==> config.mk <==
export PLATFORM = sky130hd
export DESIGN_NAME = seven_segment_scan_controller
export DESIGN_NICKNAME = d
export VERILOG_FILES = /design/src/rtl/seg7_pkg.sv /design/src/rtl/bcd_to_seg7.sv /design/src/rtl/seven_segment_scan_controller.sv
export SDC_FILE = /design/constraint.sdc
export NUM_CORES = 1
export LEC_CHECK = 0
export ABC_AREA = 1
export BUFFER_PORTS_ARGS = -buffer_cell sky130_fd_sc_hd__buf_2
export CORE_UTILIZATION = 53
export CTS_CLUSTER_SIZE = 25
export DETAILED_ROUTE_END_ITERATION = 10
export PLACE_DENSITY_LB_ADDON = 0.25
export REMOVE_ABC_BUFFERS = 1
export SLEW_MARGIN = 10
export SYNTH_ARGS = -nofsm -noshare
export SYNTH_HDL_FRONTEND = slang
export SYNTH_SLANG_ARGS = --single-unit
==> constraint.sdc <==
create_clock -name clk -period 3.4 [get_ports clk]
set_input_delay 0 -clock clk [delete_from_list [all_inputs] [get_ports clk]]
set_output_delay 0 -clock clk [all_outputs]
set_load 0.05 [all_outputs]
==> src/rtl/seg7_pkg.sv <==
// Shared seven-segment definitions: scan states, blank pattern and the BCD decode table.
package seg7_pkg;

  typedef enum logic [0:0] {GUARD, DRIVE} scan_state_t;

  localparam logic [6:0] SEG_BLANK = 7'h7F;

  // Active-high {g,f,e,d,c,b,a} codes indexed by nibble; A-F light nothing.
  localparam logic [15:0][6:0] SEG_TABLE = {
    7'h00, 7'h00, 7'h00, 7'h00, 7'h00, 7'h00,
    7'h6F, 7'h7F, 7'h07, 7'h7D, 7'h6D, 7'h66, 7'h4F, 7'h5B, 7'h06, 7'h3F
  };

endpackage

==> src/rtl/bcd_to_seg7.sv <==
// Purely combinational BCD nibble to active-low seven-segment decoder.
module bcd_to_seg7
  import seg7_pkg::*;
(
  input  logic [3:0] i_nibble,
  output logic [6:0] o_seg
);

  always_comb begin
    o_seg = ~SEG_TABLE[i_nibble];
  end

endmodule

==> src/rtl/seven_segment_scan_controller.sv <==
// Scans an 8-digit common-anode display one digit at a time with dark guard gaps,
// swapping in newly loaded frames only at the end of a full scan.
module seven_segment_scan_controller
  import seg7_pkg::*;
#(
  parameter int DIGIT_CYC  = 100_000,
  parameter int GUARD_CYC  = 1_000,
  parameter int NUM_DIGITS = 8
) (
  input  logic                    clk,
  input  logic                    rst,
  input  logic                    load,
  input  logic [4*NUM_DIGITS-1:0] value,
  input  logic [NUM_DIGITS-1:0]   digit_en,
  input  logic [NUM_DIGITS-1:0]   dp_in,
  output logic                    ready,
  output logic [6:0]              seg,
  output logic                    dp,
  output logic [NUM_DIGITS-1:0]   an
);

  localparam int TMAX = (DIGIT_CYC > GUARD_CYC) ? DIGIT_CYC : GUARD_CYC;
  localparam int TW   = (TMAX > 1) ? $clog2(TMAX) : 1;
  localparam int IW   = $clog2(NUM_DIGITS);

  localparam logic [TW-1:0]         DIGIT_LAST    = TW'(DIGIT_CYC - 1);
  localparam logic [TW-1:0]         GUARD_LAST    = TW'(GUARD_CYC - 1);
  localparam logic [IW-1:0]         IDX_LAST      = IW'(NUM_DIGITS - 1);
  localparam logic [NUM_DIGITS-1:0] DIGIT0_ONEHOT = NUM_DIGITS'(1);

  scan_state_t             r_state, w_stateNext;
  logic [TW-1:0]           r_timer, w_timerNext;
  logic [IW-1:0]           r_idx, w_idxNext;
  logic [4*NUM_DIGITS-1:0] r_actValue, w_actValueNext;
  logic [NUM_DIGITS-1:0]   r_actEn, w_actEnNext;
  logic [NUM_DIGITS-1:0]   r_actDp, w_actDpNext;
  logic [4*NUM_DIGITS-1:0] r_pendValue, w_pendValueNext;
  logic [NUM_DIGITS-1:0]   r_pendEn, w_pendEnNext;
  logic [NUM_DIGITS-1:0]   r_pendDp, w_pendDpNext;
  logic                    r_pending, w_pendingNext;
  logic                    r_ready;
  logic [NUM_DIGITS-1:0]   r_an;
  logic [6:0]              r_seg;
  logic                    r_dp;
  logic [3:0]              w_nibble;
  logic [6:0]              w_segDecoded;

  // Next scan position and frame contents; the pending frame only moves to active as
  // the last digit's drive period ends, so a scan never mixes two frames.
  always_comb begin
    w_stateNext     = r_state;
    w_timerNext     = r_timer + 1'b1;
    w_idxNext       = r_idx;
    w_actValueNext  = r_actValue;
    w_actEnNext     = r_actEn;
    w_actDpNext     = r_actDp;
    w_pendValueNext = r_pendValue;
    w_pendEnNext    = r_pendEn;
    w_pendDpNext    = r_pendDp;
    w_pendingNext   = r_pending;

    case (r_state)
      GUARD: begin
        if (r_timer == GUARD_LAST) begin
          w_stateNext = DRIVE;
          w_timerNext = '0;
        end
      end
      DRIVE: begin
        if (r_timer == DIGIT_LAST) begin
          w_stateNext = GUARD;
          w_timerNext = '0;
          w_idxNext   = (r_idx == IDX_LAST) ? '0 : r_idx + 1'b1;
          if (r_idx == IDX_LAST && r_pending) begin
            w_actValueNext = r_pendValue;
            w_actEnNext    = r_pendEn;
            w_actDpNext    = r_pendDp;
            w_pendingNext  = 1'b0;
          end
        end
      end
      default: w_stateNext = GUARD;
    endcase

    if (load && r_ready) begin
      w_pendValueNext = value;
      w_pendEnNext    = digit_en;
      w_pendDpNext    = dp_in;
      w_pendingNext   = 1'b1;
    end
  end

  // Outputs are decoded from the next position so they line up with the state register.
  always_comb begin
    w_nibble = w_actValueNext[{w_idxNext, 2'b00} +: 4];
  end

  bcd_to_seg7 u_decoder (
    .i_nibble (w_nibble),
    .o_seg    (w_segDecoded)
  );

  always_ff @(posedge clk or posedge rst) begin
    if (rst) begin
      r_state     <= GUARD;
      r_timer     <= '0;
      r_idx       <= '0;
      r_actValue  <= '0;
      r_actEn     <= '0;
      r_actDp     <= '0;
      r_pendValue <= '0;
      r_pendEn    <= '0;
      r_pendDp    <= '0;
      r_pending   <= 1'b0;
      r_ready     <= 1'b1;
      r_an        <= '1;
      r_seg       <= SEG_BLANK;
      r_dp        <= 1'b1;
    end else begin
      r_state     <= w_stateNext;
      r_timer     <= w_timerNext;
      r_idx       <= w_idxNext;
      r_actValue  <= w_actValueNext;
      r_actEn     <= w_actEnNext;
      r_actDp     <= w_actDpNext;
      r_pendValue <= w_pendValueNext;
      r_pendEn    <= w_pendEnNext;
      r_pendDp    <= w_pendDpNext;
      r_pending   <= w_pendingNext;
      r_ready     <= !w_pendingNext;
      if (w_stateNext == DRIVE) begin
        r_an  <= w_actEnNext[w_idxNext] ? ~(DIGIT0_ONEHOT << w_idxNext) : '1;
        r_seg <= w_segDecoded;
        r_dp  <= ~w_actDpNext[w_idxNext];
      end else begin
        r_an  <= '1;
        r_seg <= SEG_BLANK;
        r_dp  <= 1'b1;
      end
    end
  end

  assign ready = r_ready;
  assign an    = r_an;
  assign seg   = r_seg;
  assign dp    = r_dp;

endmodule

* After elaboration in Yosys (flattened, before gate mapping)
Memory sizes are Yosys's and may differ from the RTL's. Cells that the tools add are included.
Storage, ports and cells: output and inout bits 17, bits of input ports 51, bits in read-only memories 112, register bits 135, word-level logic and storage cells 62, memories 1
Memories:
- (no name shown) | depth 16, width 7, rd ports 1, clocked after Yosys merged registers in 0, wr ports 0, RTL line bcd_to_seg7.sv:10 | o_seg = ~SEG_TABLE[i_nibble];
Cells by class: add/sub/neg operators 2, reduce and logical (&&, ||, !) cells 3, bitwise gates (word level) 4, mux-type cells 31, eq/ne operators 3, order comparisons 2, shifts and indexed selects 2
Operators with widths (number):
- $mux W32 | 3
- $mux W8 | 8
- $mux W17 | 2
- $pmux W17 S2 | 1
- $shiftx A32 B6 Y4 | 1
- $add A17 B1 Y17 const B | 1
- $eq A17 B10 Y1 const B | 1
- $eq A17 B17 Y1 const B | 1
- $mux W7 | 2
- $mux W1 | 9
- $mux W3 | 3
- $not A8 Y8 | 1
- $shl A1 B3 Y8 const A | 1
- $not A7 Y7 | 1
- $bmux W1 S3 | 2
- $lt A4 B5 Y1 const B | 1
- $lt A3 B4 Y1 const B | 1
- $add A3 B1 Y3 const B | 1
- $eq A3 B3 Y1 const B | 1
- $logic_and A1 B1 Y1 | 2
- $not A1 Y1 | 2
- $pmux W1 S2 | 1
- $logic_not A1 Y1 | 1

* Depth between registers and ports, before layout
Gate-level depths: netlist of the first run.
depth in word-level cells 10, depth in mapped cells 19, mapped depth without buffers 18

* Hierarchy
A second synthesis of the first run with hierarchy kept.
Unflattened totals: cells, all modules 748, area total of the unflattened synthesis 6197.2 µm²
Modules (own cells, without submodules):
- seven_segment_scan_controller | seq. area each 3399.5 µm², times used 1, cells each 716, area each 6022.0 µm²
- bcd_to_seg7 | seq. area each 0.0 µm², times used 1, cells each 32, area each 175.2 µm²

* Worst setup path after synthesis of the first run
OpenSTA, ideal clock, no wires.
path kind reg2reg, start register r_idx[0], end register r_seg[3], in the netlist seg[3], library setup time 83 ps, path slack 925 ps, cell stages (with the launch flop) 17, period minus slack after synthesis 2475 ps, buffers on the path 2, required time 3317 ps, data arrival time 2392 ps, path through dfrtp_1 -> ha_1 -> ha_1 -> nand2_1 -> inv_1 -> buf_2 -> nand4_2 -> buf_2 -> nand2_1 -> o21ai_1 -> nand2_1 -> nand3_1 -> nand2_1 -> ha_1 -> nand3_1 -> nand3_1 -> nand2_1
On the way: word-level cells in the longest chain between the ends 10, elaborated cells on any way between the ends 14, classes of those cells add/sub (1); eq/ne (1); shift (1); mux (8); bitwise (1); reduce/logical (1); memory (1)
Ends and longest elaborated chain:
- start: declaration | RTL line seven_segment_scan_controller.sv:33 | logic [IW-1:0] r_idx, w_idxNext;
- start signal: assignment | RTL line seven_segment_scan_controller.sv:122 | r_idx <= w_idxNext;
- $eq A3 B3 Y1 | RTL line seven_segment_scan_controller.sv:74 | if (r_idx == IDX_LAST && r_pending) begin
- $logic_and A1 B1 Y1 | RTL line seven_segment_scan_controller.sv:74
- $mux W32 | RTL line seven_segment_scan_controller.sv:74
- $mux W32 | RTL line seven_segment_scan_controller.sv:70 | if (r_timer == DIGIT_LAST) begin
- $mux W32 | RTL line seven_segment_scan_controller.sv:62 | case (r_state)
- via w_actValueNext[16] | RTL line seven_segment_scan_controller.sv:34 | logic [4*NUM_DIGITS-1:0] r_actValue, w_actValueNext;
- $shiftx A32 B6 Y4 | RTL line seven_segment_scan_controller.sv:95 | w_nibble = w_actValueNext[{w_idxNext, 2'b00} +: 4];
- $mem_v2 Z16 W7
- $mux W7 (implied by the code) | RTL line bcd_to_seg7.sv:10
- $not A7 Y7 | RTL line bcd_to_seg7.sv:10
- $mux W7 | RTL line seven_segment_scan_controller.sv:131 | if (w_stateNext == DRIVE) begin
- end signal: assignment | RTL line seven_segment_scan_controller.sv:133 | r_seg <= w_segDecoded;
- end: declaration | RTL line seven_segment_scan_controller.sv:43 | logic [6:0] r_seg;
The timed path passes the listed nets, and every way through them passes these cells. The select of a mux whose other input is x is not followed. A chain may end at the register's enable or synchronous reset.

* Worst setup path in the final report of the first run
start register r_idx[0], end register r_seg[6], in the netlist seg[6]
The elaborated chain is that of the path after synthesis.

==> results of run 1 <==
routing by layer:
metal	wire length, um	GRT usage (%)	share of wire [%]
met1	6400	31.4	45
met2	6970	42.2	49
met4	391	11.2	2.7
met3	552	4.86	3.9
met5	0	0	0
critical path: stages (launching register included):
cell and delay [ps]:
dfrtp_1 390, ha_1 180, ha_1 200, nand2_1 160, inv_1 350, nand4_2 380
nand2_1 160, nand2_1 80, nand2_1 60, nand3_1 80, nand2_1 230, inv_1 120
ha_1 210, nand3b_1 170, nand3_1 100, nand2_1 60
timing repair:
item | 4_1_cts | 5_1_grt
endpoints found under the hold margin | 95 | 0
hold buffers | 49 | 0
setup endpoints to repair | 0 | 3
gates resized for setup | 0 | 1
worst max-delay path by stage:
stage | start | to | slack, ps | depth (start not counted)
2_1_floorplan | rst | r_actDp[0]$_DFF_PP0_ | -180 | 1
3_3_place_gp | r_idx[0]$_DFF_PP0_ | seg[5]$_DFF_PP1_ | 460 | 15
3_5_place_dp | r_idx[0]$_DFF_PP0_ | seg[6]$_DFF_PP1_ | 310 | 15
4_1_cts | r_idx[0]$_DFF_PP0_ | seg[6]$_DFF_PP1_ | 270 | 15
5_1_grt | r_idx[0]$_DFF_PP0_ | seg[6]$_DFF_PP1_ | 150 | 15
6_report | r_idx[0]$_DFF_PP0_ | seg[6]$_DFF_PP1_ | 390 | 15
cell usage in the layout, fill, tap and decap left out, drive strengths merged, types with 8 or more instances in the layout:
| master | n |
|---|---|
| buf | 74 |
| clkbuf | 20 |
| dfrtp | 118 |
| dfstp | 17 |
| dlygate4sd3 | 49 |
| ha | 8 |
| inv | 133 |
| nand2 | 251 |
| nand3 | 36 |
| nand4 | 18 |
| nor2 | 83 |
| o21ai | 52 |
| or2 | 8 |
through the flow:
step / cell area (sq um) / util (%) / instances / setup TNS, ps
after floorplan: 6290 / - / 751 / -21590
after global placement: 6890 / 59.3 / 968 / 0
after detailed placement: 6890 / 59.3 / 968 / 0
after CTS: 7960 / 68.5 / 1049 / 0
after global routing: 7970 / 68.6 / 1049 / 0
final: 7970 / 68.6 / 1049 / 0
final cells by class:
class                      count  share of cell area, %
tap                          143                   2.25
inverter                     129                   6.11
clock inverter                12                   1.46
timing repair buffer         123                   11.3
multi-input combinational    487                   30.3
sequential                   135                   42.7
clock buffer                  20                   5.87
power groups by stage:
stage | clock [mW] | combinational [mW] | sequential [mW]
after detailed placement | 0 | 0.305 | 1.90
after CTS | 1.82 | 0.351 | 1.88
final | 1.79 | 0.346 | 1.88
after global placement | 0 | 0.292 | 1.90
after global routing | 1.88 | 0.403 | 1.90
after floorplan | 0 | 0.197 | 1.88
state kept, by name, summed over array words and instances (netlist names):
name	count
an	8
dp	1
r_actDp	8
r_actEn	8
r_actValue	32
r_idx	3
r_pendDp	8
r_pendEn	8
r_pendValue	32
r_pending	1
r_state	1
r_timer	17
ready	1
seg	7
kinds of logic after synthesis:
group	count (synthesis)
buffers and inverters	152
AOI/OAI and AO/OA	66
and+or+nand+nor	406
DFF	135
adders and majority gates	8
xor gates and xnor gates	7
==> qor.csv, run 1 <==
stage,metric,value,unit
power_and_ir_drop,P per Cell Area,503,nW/um^2
synth,Async SR Flop Fraction,100,%
power_and_ir_drop,Psw,0.990,mW
grt,largest net degree at the start of global routing,63,
power_and_ir_drop,fraction of power consumed by the clock network,44.5,%
synth,count of different cell masters after synthesis,41,
timing,final hold vios,0,
clock_network,clk_lat worst skew,430,ps
detailed_routing,WL final,14300,um
timing,period utilization,88.6,%
synth,Yosys top cell area share,46.0,%
synth,Syn Area/Cell,8.29,sq um
synth,sequential area share after synthesis,53.0,%
synth,most common cell in the netlist,nand2_1,
synth,post-synthesis adder-cell area fraction,1.56,%
flow_run,# Max-Cap Violations,0,
power_and_ir_drop,Comb pwr share,8.6,%
timing,hold_ws,89.3,ps
critical_path,Reg2Reg Depth,15,
hold_path,WHS Path Cells,5,
critical_path,Reg2Reg Capture Point,seg[6]$_DFF_PP1_,
clock_network,H-tree Lvls,4,
synth,Yosys Warn Count,0,
grt,Total GRT Usage,25.0,%
outcome,status,"finished, violations left",
timing,Least-Margin Pin Slew,637,ps
hold_path,Hold Crit Endpoint,r_pendEn[1]$_DFFE_PP0P_,
synth,post-synthesis compound-gate area fraction,5.75,%
grt,grt ovf,0,
cells_and_area,multi-input logic area,2420,sq um
timing,Final setup viols,0,
detailed_routing,Antenna Nets Post-Route,0,
clock_network,Num Clock Sinks,135,
synth,Synth Area in XOR/XNOR,0.955,%
cells_and_area,diodes inserted,0,
power_and_ir_drop,sw frac,24.7,%
critical_path,worst reg-to-reg setup slack,390,ps
clock_network,clk root buf,clkbuf_16,
clock_network,setup bufs post-CTS,0,
critical_path,CP arrival,3360,ps
synth,largest family of logic cells by synthesized area,simple AND/OR/NAND/NOR gates,
synth,Synth Area in Simple Gates,29.2,%
synth,synth top area cells,"dfrtp_1, nand2_1, dfstp_2, inv_1, nor2_1",
detailed_routing,DRC,3,
critical_path,CP Class,register to register,
grt,antenna violations before repair,0,
floorplanning,Placement Rows,39,
floorplanning,die footprint,12600,sq um
hold_path,hold_sp,load,
cells_and_area,total area of sequential cells,3400,sq um
synth,Netlist Area Pre-Place,6420,sq um
synth,commonest register cell after synthesis,dfrtp_1,
detailed_routing,Initial DRT Pass Iterations,9,
floorplanning,Die Y,112,um
critical_path,kind of start point of the critical path,register,
synth,Synth Instances,774,
power_and_ir_drop,internal power,3.02,mW
timing,worst setup margin,389,ps
floorplanning,core footprint,11600,sq um
synth,number of synthesized flops with an enable pin,0,
power_and_ir_drop,static leakage,4.31,nW
placement,Routability Congestion,0.869,
cells_and_area,layout cells sized above 1,20.9,%
timing,Final Skew,7.70,ps
power_and_ir_drop,Max VDD drop,0.396,mV
critical_path,"Req. time, crit path",3750,ps
grt,vias in the first global route,5288,
detailed_routing,vias,5276,
synth,mux cell area share after synthesis,0,%
timing,Tmin final,3010,ps
clock_network,CTS Buf Count,17,
critical_path,Worst R2R Start,r_idx[0]$_DFF_PP0_,
timing,fin. max-slew vios,0,
clock_network,clock transition at the registers of the reported paths,60,ps
grt,first-pass GRT wire length,24500,um
critical_path,Worst Setup End Kind,register,
detailed_routing,drt wl/cell,13.6,um
detailed_routing,DR vias/cell,5.03,
power_and_ir_drop,total power,4.01,mW
synth,Synth top cells by count,"nand2_1, dfrtp_1, inv_1, nor2_1, o21ai_0",
placement,Post-DP HPWL,9580,um
detailed_routing,1st-iter DRT viols,300,
hold_path,Hold Path Class,input port to register,
placement,Post-Place Worst Slack,307,ps
cells_and_area,NumNets Final,952,
cells_and_area,Fillers,919,
floorplanning,Die Wd,112,um
clock_network,Max clock buf depth,2,
timing,RSZ-0062 raised after global routing,false,
synth,#FFs+latches synth,135,
timing,Max-slew headroom,57.6,%
timing,maximum clock rate,0.332,GHz
cells_and_area,area delta synth->final,24.2,%
synth,post-synth top area cell,dfrtp_1,
clock_network,TritonCTS clock tree,built,
floorplanning,initial core utilization,55.3,%
critical_path,crit path max fanout,11,
placement,Port Buffers,67,
outcome,failing checks,DRC,
power_and_ir_drop,Reg power frac,46.8,%
floorplanning,io pins,68,
Note: power is estimated with default switching activity, not from simulation.
==> run 2: changes to the inputs <==
PLACE_DENSITY = 0.79   (was unset)
PLACE_DENSITY_LB_ADDON = unset   (was 0.25)
==> qor.csv, run 2 (synthesis results as in run 1) <==
stage,metric,value,unit
floorplanning,Placement Rows,39,
clock_network,clk root buf,clkbuf_16,
cells_and_area,layout cells sized above 1,20.8,%
timing,final hold vios,0,
clock_network,PostCTS Resize Cnt,0,
power_and_ir_drop,Reg power frac,47.7,%
detailed_routing,Initial DRT Pass Iterations,8,
detailed_routing,Antenna Nets Post-Route,0,
grt,vias in the first global route,5337,
cells_and_area,area delta synth->final,23.2,%
detailed_routing,DRC,3,
grt,antenna violations before repair,0,
power_and_ir_drop,sw frac,25.3,%
hold_path,Hold Path Class,input port to register,
flow_run,# Max-Cap Violations,0,
power_and_ir_drop,internal power,2.95,mW
floorplanning,core footprint,11600,sq um
critical_path,"Slowest-stage cell, CP",nand4_2,
detailed_routing,vias,5173,
timing,Least-Margin Pin Slew,1040,ps
floorplanning,die footprint,12600,sq um
power_and_ir_drop,fraction of power consumed by the clock network,43.7,%
cells_and_area,Util after Layout,68.1,%
critical_path,"Req. time, crit path",3740,ps
timing,Tmin final,2860,ps
grt,Total GRT Usage,25.5,%
outcome,status,"finished, violations left",
placement,Port Buffers,67,
cells_and_area,most frequent cells in the layout,"nand2_1, dfrtp_1, inv_1",
placement,Routability Congestion,0.844,
placement,Post-DP HPWL,9100,um
detailed_routing,1st-iter DRT viols,498,
critical_path,kind of start point of the critical path,register,
outcome,failing checks,DRC,
power_and_ir_drop,Psw,0.996,mW
timing,hold_ws,88.9,ps
timing,period utilization,84.0,%
timing,Max-slew headroom,31.0,%
power_and_ir_drop,P per Cell Area,499,nW/um^2
cells_and_area,NumNets Final,951,
grt,first-pass GRT wire length,24900,um
clock_network,clock transition at the registers of the reported paths,70,ps
timing,Final setup viols,0,
critical_path,Crit path top cell by count,ha_1,
critical_path,CP arrival,3200,ps
clock_network,Max clock buf depth,2,
clock_network,TritonCTS clock tree,built,
cells_and_area,diodes inserted,0,
timing,RSZ-0062 raised after global routing,false,
detailed_routing,DR vias/cell,4.94,
grt,grt ovf,0,
detailed_routing,WL final,14300,um
power_and_ir_drop,Comb pwr share,8.6,%
clock_network,H-tree Lvls,4,
timing,Final Skew,10.8,ps
power_and_ir_drop,Max VDD drop,0.350,mV
cells_and_area,Fillers,923,
floorplanning,initial core utilization,55.3,%
timing,fin. max-slew vios,0,
floorplanning,Die Y,112,um
critical_path,crit path max fanout,22,
timing,maximum clock rate,0.350,GHz
critical_path,Worst Setup End Kind,register,
critical_path,CP Class,register to register,
grt,largest net degree at the start of global routing,76,
power_and_ir_drop,static leakage,4.27,nW
cells_and_area,Largest regs,"r_actValue: 32 flops, r_pendValue: 32 flops, r_timer: 17 flops",
floorplanning,io pins,68,
critical_path,CP Cell Sequence,"ha_1, ha_1, nand2_1, inv_1, nand4_2, o21ai_2, nor2_1, nor2_1, nand3_1, nand2_2, inv_2, ha_1, nand3b_1, nand3_1, nand2_1",
critical_path,max incr delay on CP,500,ps
floorplanning,Die Wd,112,um
clock_network,clk_lat worst skew,420,ps
cells_and_area,"most common cell after layout, fill and taps aside",nand2_1,
clock_network,Num Clock Sinks,135,
timing,TNS Setup,0,ps
clock_network,CTS Buf Count,17,
detailed_routing,drt wl/cell,13.6,um
==> run 2: cell types whose count changed in the layout (fill, tap and decap cells not counted), sizes merged <==
| cell | previous run | this run |
|---|---|---|
| clkinv | 6 | 4 |
| inv | 133 | 134 |
| clkbuf | 20 | 18 |
| buf | 74 | 73 |
| clkinvlp | 1 | 4 |
==> run 2: critical path, delay by kind of cell, from the launching register on <==
family	cells	cell delay, ps
AOI/OAI and AO/OA	1	330
DFF	1	390
buffers and inverters	2	210
and+or+nand+nor	9	1340
adders and majority gates	3	510
==> run 2: cell type report <==
class | instances | area (sq um) | area share [%]
multi-input combinational | 487 | 2410 | 30.4
tap | 143 | 179 | 2.26
clock buffer | 18 | 429 | 5.43
timing repair buffer | 122 | 883 | 11.2
inverter | 129 | 487 | 6.15
clock inverter | 14 | 124 | 1.57
sequential | 135 | 3400 | 43.0
==> run 2: power groups by stage <==
stage | clock network, mW | logic (mW) | registers (mW)
finish | 1.72 | 0.339 | 1.88
global route | 1.82 | 0.398 | 1.90
CTS | 1.74 | 0.344 | 1.88
detailed placement | 0 | 0.296 | 1.91
global placement | 0 | 0.287 | 1.90
floorplan | 0 | 0.197 | 1.88
==> run 2: per-layer routing <==
layer | track usage, % | share of wire, %
met3 | 5.56 | 4.1
met4 | 8.89 | 0.96
met2 | 44.1 | 51
met1 | 31.6 | 44
met5 | 0 | 0
==> run 2: path summary, 6_finish.rpt <==
path | depth (start not counted) | to | slack (ps) | from
min reg2reg | 1 | ready$_DFF_PP1_ | 450 | r_pending$_DFF_PP0_
min | 5 | r_pendValue[7]$_DFFE_PP0P_ | 90 | load
min in group asynchronous | 3 | r_pendValue[26]$_DFFE_PP0P_ | 280 | rst
max reg2reg | 15 | seg[5]$_DFF_PP1_ | 540 | r_idx[0]$_DFF_PP0_
max | 15 | seg[5]$_DFF_PP1_ | 540 | r_idx[0]$_DFF_PP0_
max in group asynchronous | 4 | an[1]$_DFF_PP1_ | 2260 | rst
==> run 2: metrics by stage <==
step	cells	setup WS, ps	instance area (sq um)	power, mW
after floorplan	751	-183	6290	2.08
final	1048	543	7910	3.94
after detailed placement	967	593	6870	2.20
after CTS	1048	561	7910	3.97
after global placement	967	632	6870	2.19
after global routing	1048	238	7910	4.12
==> run 2: repair_timing <==
item	in CTS	in global routing
hold endpoints to repair	102	0
buffers inserted	0	0
hold buffers	49	0
==> run 3: changes to the inputs <==
ABC_AREA = 0   (was 1)
CORE_UTILIZATION = 58   (was 53)
PLACE_DENSITY = 0.82   (was 0.79)
clock period = 2.9 ns   (was 3.4 ns; I/O delays follow)
==> qor.csv, run 3 <==
stage,metric,value,unit
outcome,status,"finished, violations left",
outcome,failing checks,setup timing,
synth,Syn Area/Cell,11.1,sq um
synth,Async SR Flop Fraction,100,%
clock_network,H-tree Lvls,4,
cells_and_area,most frequent cells in the layout,"dfrtp_1, buf_4, nand2_1",
synth,Synth top cells by count,"dfrtp_1, nand2_1, mux2_2, nand3_1, o21ai_0",
timing,Max-slew headroom,17.2,%
cells_and_area,Largest regs,"r_actValue: 32 flops, r_pendValue: 32 flops, r_timer: 17 flops",
grt,antenna violations before repair,0,
detailed_routing,drt wl/cell,25.3,um
clock_network,clock transition at the registers of the reported paths,70,ps
timing,RSZ-0062 raised after global routing,true,
cells_and_area,"most common cell after layout, fill and taps aside",dfrtp_1,
cells_and_area,multi-input logic area,2830,sq um
timing,Least-Margin Pin Slew,1240,ps
synth,count of different cell masters after synthesis,51,
clock_network,clk root buf,clkbuf_8,
critical_path,CP Cell Sequence,"or4_4, or4_4, or4_4, a22oi_2, a2111oi_4, mux2i_2, inv_2, ha_4, or2_4, o22ai_2, a211oi_2, o21ai_1",
synth,commonest register cell after synthesis,dfrtp_1,
placement,Post-DP HPWL,10100,um
timing,Tmin final,3910,ps
grt,vias in the first global route,6033,
critical_path,CP Class,register to register,
critical_path,crit path max fanout,6,
grt,largest net degree at the start of global routing,71,
floorplanning,Die Wd,104,um
detailed_routing,Initial DRT Pass Iterations,6,
timing,fin. max-slew vios,0,
floorplanning,Placement Rows,36,
critical_path,Worst Setup End Kind,register,
power_and_ir_drop,P per Cell Area,475,nW/um^2
cells_and_area,layout cells sized above 1,45.7,%
cells_and_area,Fillers,385,
synth,synth top area cells,"dfrtp_1, mux2_2, dfstp_2, nand2_1, a22oi_1",
timing,final hold vios,0,
cells_and_area,NumNets Final,832,
timing,worst setup margin,-1010,ps
detailed_routing,DRC,0,
placement,Post-Place Worst Slack,-822,ps
placement,Port Buffers,67,
synth,Yosys top cell area share,49.1,%
critical_path,critical path's top delay family,simple AND/OR/NAND/NOR gates,
critical_path,Crit path buffers/inverters,1,
power_and_ir_drop,static leakage,4.38,nW
power_and_ir_drop,Max VDD drop,0.432,mV
floorplanning,io pins,68,
floorplanning,die footprint,10800,sq um
grt,Total GRT Usage,38.5,%
synth,sequential area share after synthesis,56.5,%
detailed_routing,1st-iter DRT viols,919,
grt,grt ovf,0,
clock_network,Num Clock Sinks,135,
flow_run,# Max-Cap Violations,0,
detailed_routing,Antenna Nets Post-Route,0,
critical_path,"Req. time, crit path",3390,ps
cells_and_area,total area of sequential cells,3400,sq um
placement,Routability Congestion,0.919,
timing,Final Skew,12.5,ps
floorplanning,initial core utilization,60.7,%
synth,most common cell in the netlist,dfrtp_1,
critical_path,max incr delay on CP,570,ps
timing,TNS Setup,-9270,ps
clock_network,clk_lat worst skew,560,ps
timing,Final setup viols,16,
hold_path,Hold Path Class,input port to async pin,
grt,first-pass GRT wire length,31100,um
timing,period utilization,135,%
synth,number of synthesized flops with an enable pin,0,
synth,Netlist Area Pre-Place,6010,sq um
critical_path,Crit path top cell by count,or4_4,
floorplanning,Die Y,104,um
cells_and_area,area delta synth->final,47.1,%
detailed_routing,WL final,23200,um
critical_path,"Slowest-stage cell, CP",or4_4,
critical_path,kind of start point of the critical path,register,
clock_network,Max clock buf depth,2,
critical_path,CP arrival,4400,ps
synth,post-synth top area cell,dfrtp_1,
synth,Yosys Warn Count,0,
clock_network,TritonCTS clock tree,built,
synth,Synth Instances,543,
detailed_routing,vias,6095,
timing,maximum clock rate,0.256,GHz
floorplanning,core footprint,9910,sq um
detailed_routing,DR vias/cell,6.63,
synth,#FFs+latches synth,135,
clock_network,CTS Buf Count,17,
run 3: cell count changes after synthesis, sizes merged, moves of 16 or more:
| cell | before | now |
|---|---|---|
| a22oi | 2 | 31 |
| inv | 129 | 14 |
| mux2 | 0 | 55 |
| nor2 | 83 | 21 |
| nand2 | 251 | 91 |
| o21ai | 52 | 36 |
run 3: layer usage:
layer  global-route usage (%)  part of all wire (%)  wire [um]
met4                     27.4                    10       2340
met5                        0                     0          0
met1                     43.0                    33       7700
met2                     63.2                    46      10600
met3                     11.1                    11       2570
run 3: layout make-up:
type	count	area share [%]
antenna	1	0.0283
inverter	14	0.622
sequential	135	38.4
multi-input combinational	367	32.0
clock inverter	7	1.02
timing repair buffer	238	20.4
clock buffer	25	5.70
tap	133	1.88
run 3: path summary, 6_finish.rpt:
path	cells after the start	slack, ps	endpoint	from
worst max-delay path	12	-1010	seg[4]$_DFF_PP1_	r_timer[13]$_DFF_PP0_
worst min-delay path	3	180	r_pendEn[5]$_DFFE_PP0P_	rst
worst max register to register	12	-1010	seg[4]$_DFF_PP1_	r_timer[13]$_DFF_PP0_
min in group clk	3	210	r_pendEn[0]$_DFFE_PP0P_	digit_en[0]
max in group asynchronous	4	1810	seg[3]$_DFF_PP1_	rst
worst min register to register	2	510	r_actEn[3]$_DFF_PP0_	r_actEn[3]$_DFF_PP0_
run 3: through the flow:
step / std cells / util [%] / instance area (sq um) / hold slack (ps) / power, mW
floorplan: 516 / - / 5900 / 151 / 1.95
global placement: 817 / 72.6 / 7190 / 209 / 1.99
detailed placement: 817 / 72.6 / 7190 / 224 / 1.99
CTS: 909 / 86.2 / 8540 / 205 / 4.16
global route: 919 / 89.2 / 8840 / 224 / 4.29
finish: 920 / 89.3 / 8850 / 179 / 4.20
run 3: timing repair:
action,4_1_cts,5_1_grt
resized for setup,49,51
cloned,0,0
pin swaps,17,19
hold endpoints to repair,114,0
hold buffers,49,0
setup endpoints to repair,16,16
setup buffers,11,10
run 3: worst min-delay path, cell delays in order:
cell	delay, ps
dlygate4sd3_1	540
buf_2	140
inv_4	610
run 3: report_power, final:
part	internal (mW)	switching (mW)
clock network	1.36	0.833
logic	0.0699	0.0585
registers	1.89	0
run 3: cell families (layout without fill, tap and decap cells):
logic type	Yosys count	count (layout)	share of synthesized area, %
compound gates	89	89	9.92
xor+xnor	15	15	2.18
fa+ha+maj	8	8	1.66
buf+inv	41	284	2.73
flops	135	135	56.5
mux	62	62	11.7
other cells	0	1	0
simple gates	193	193	15.2
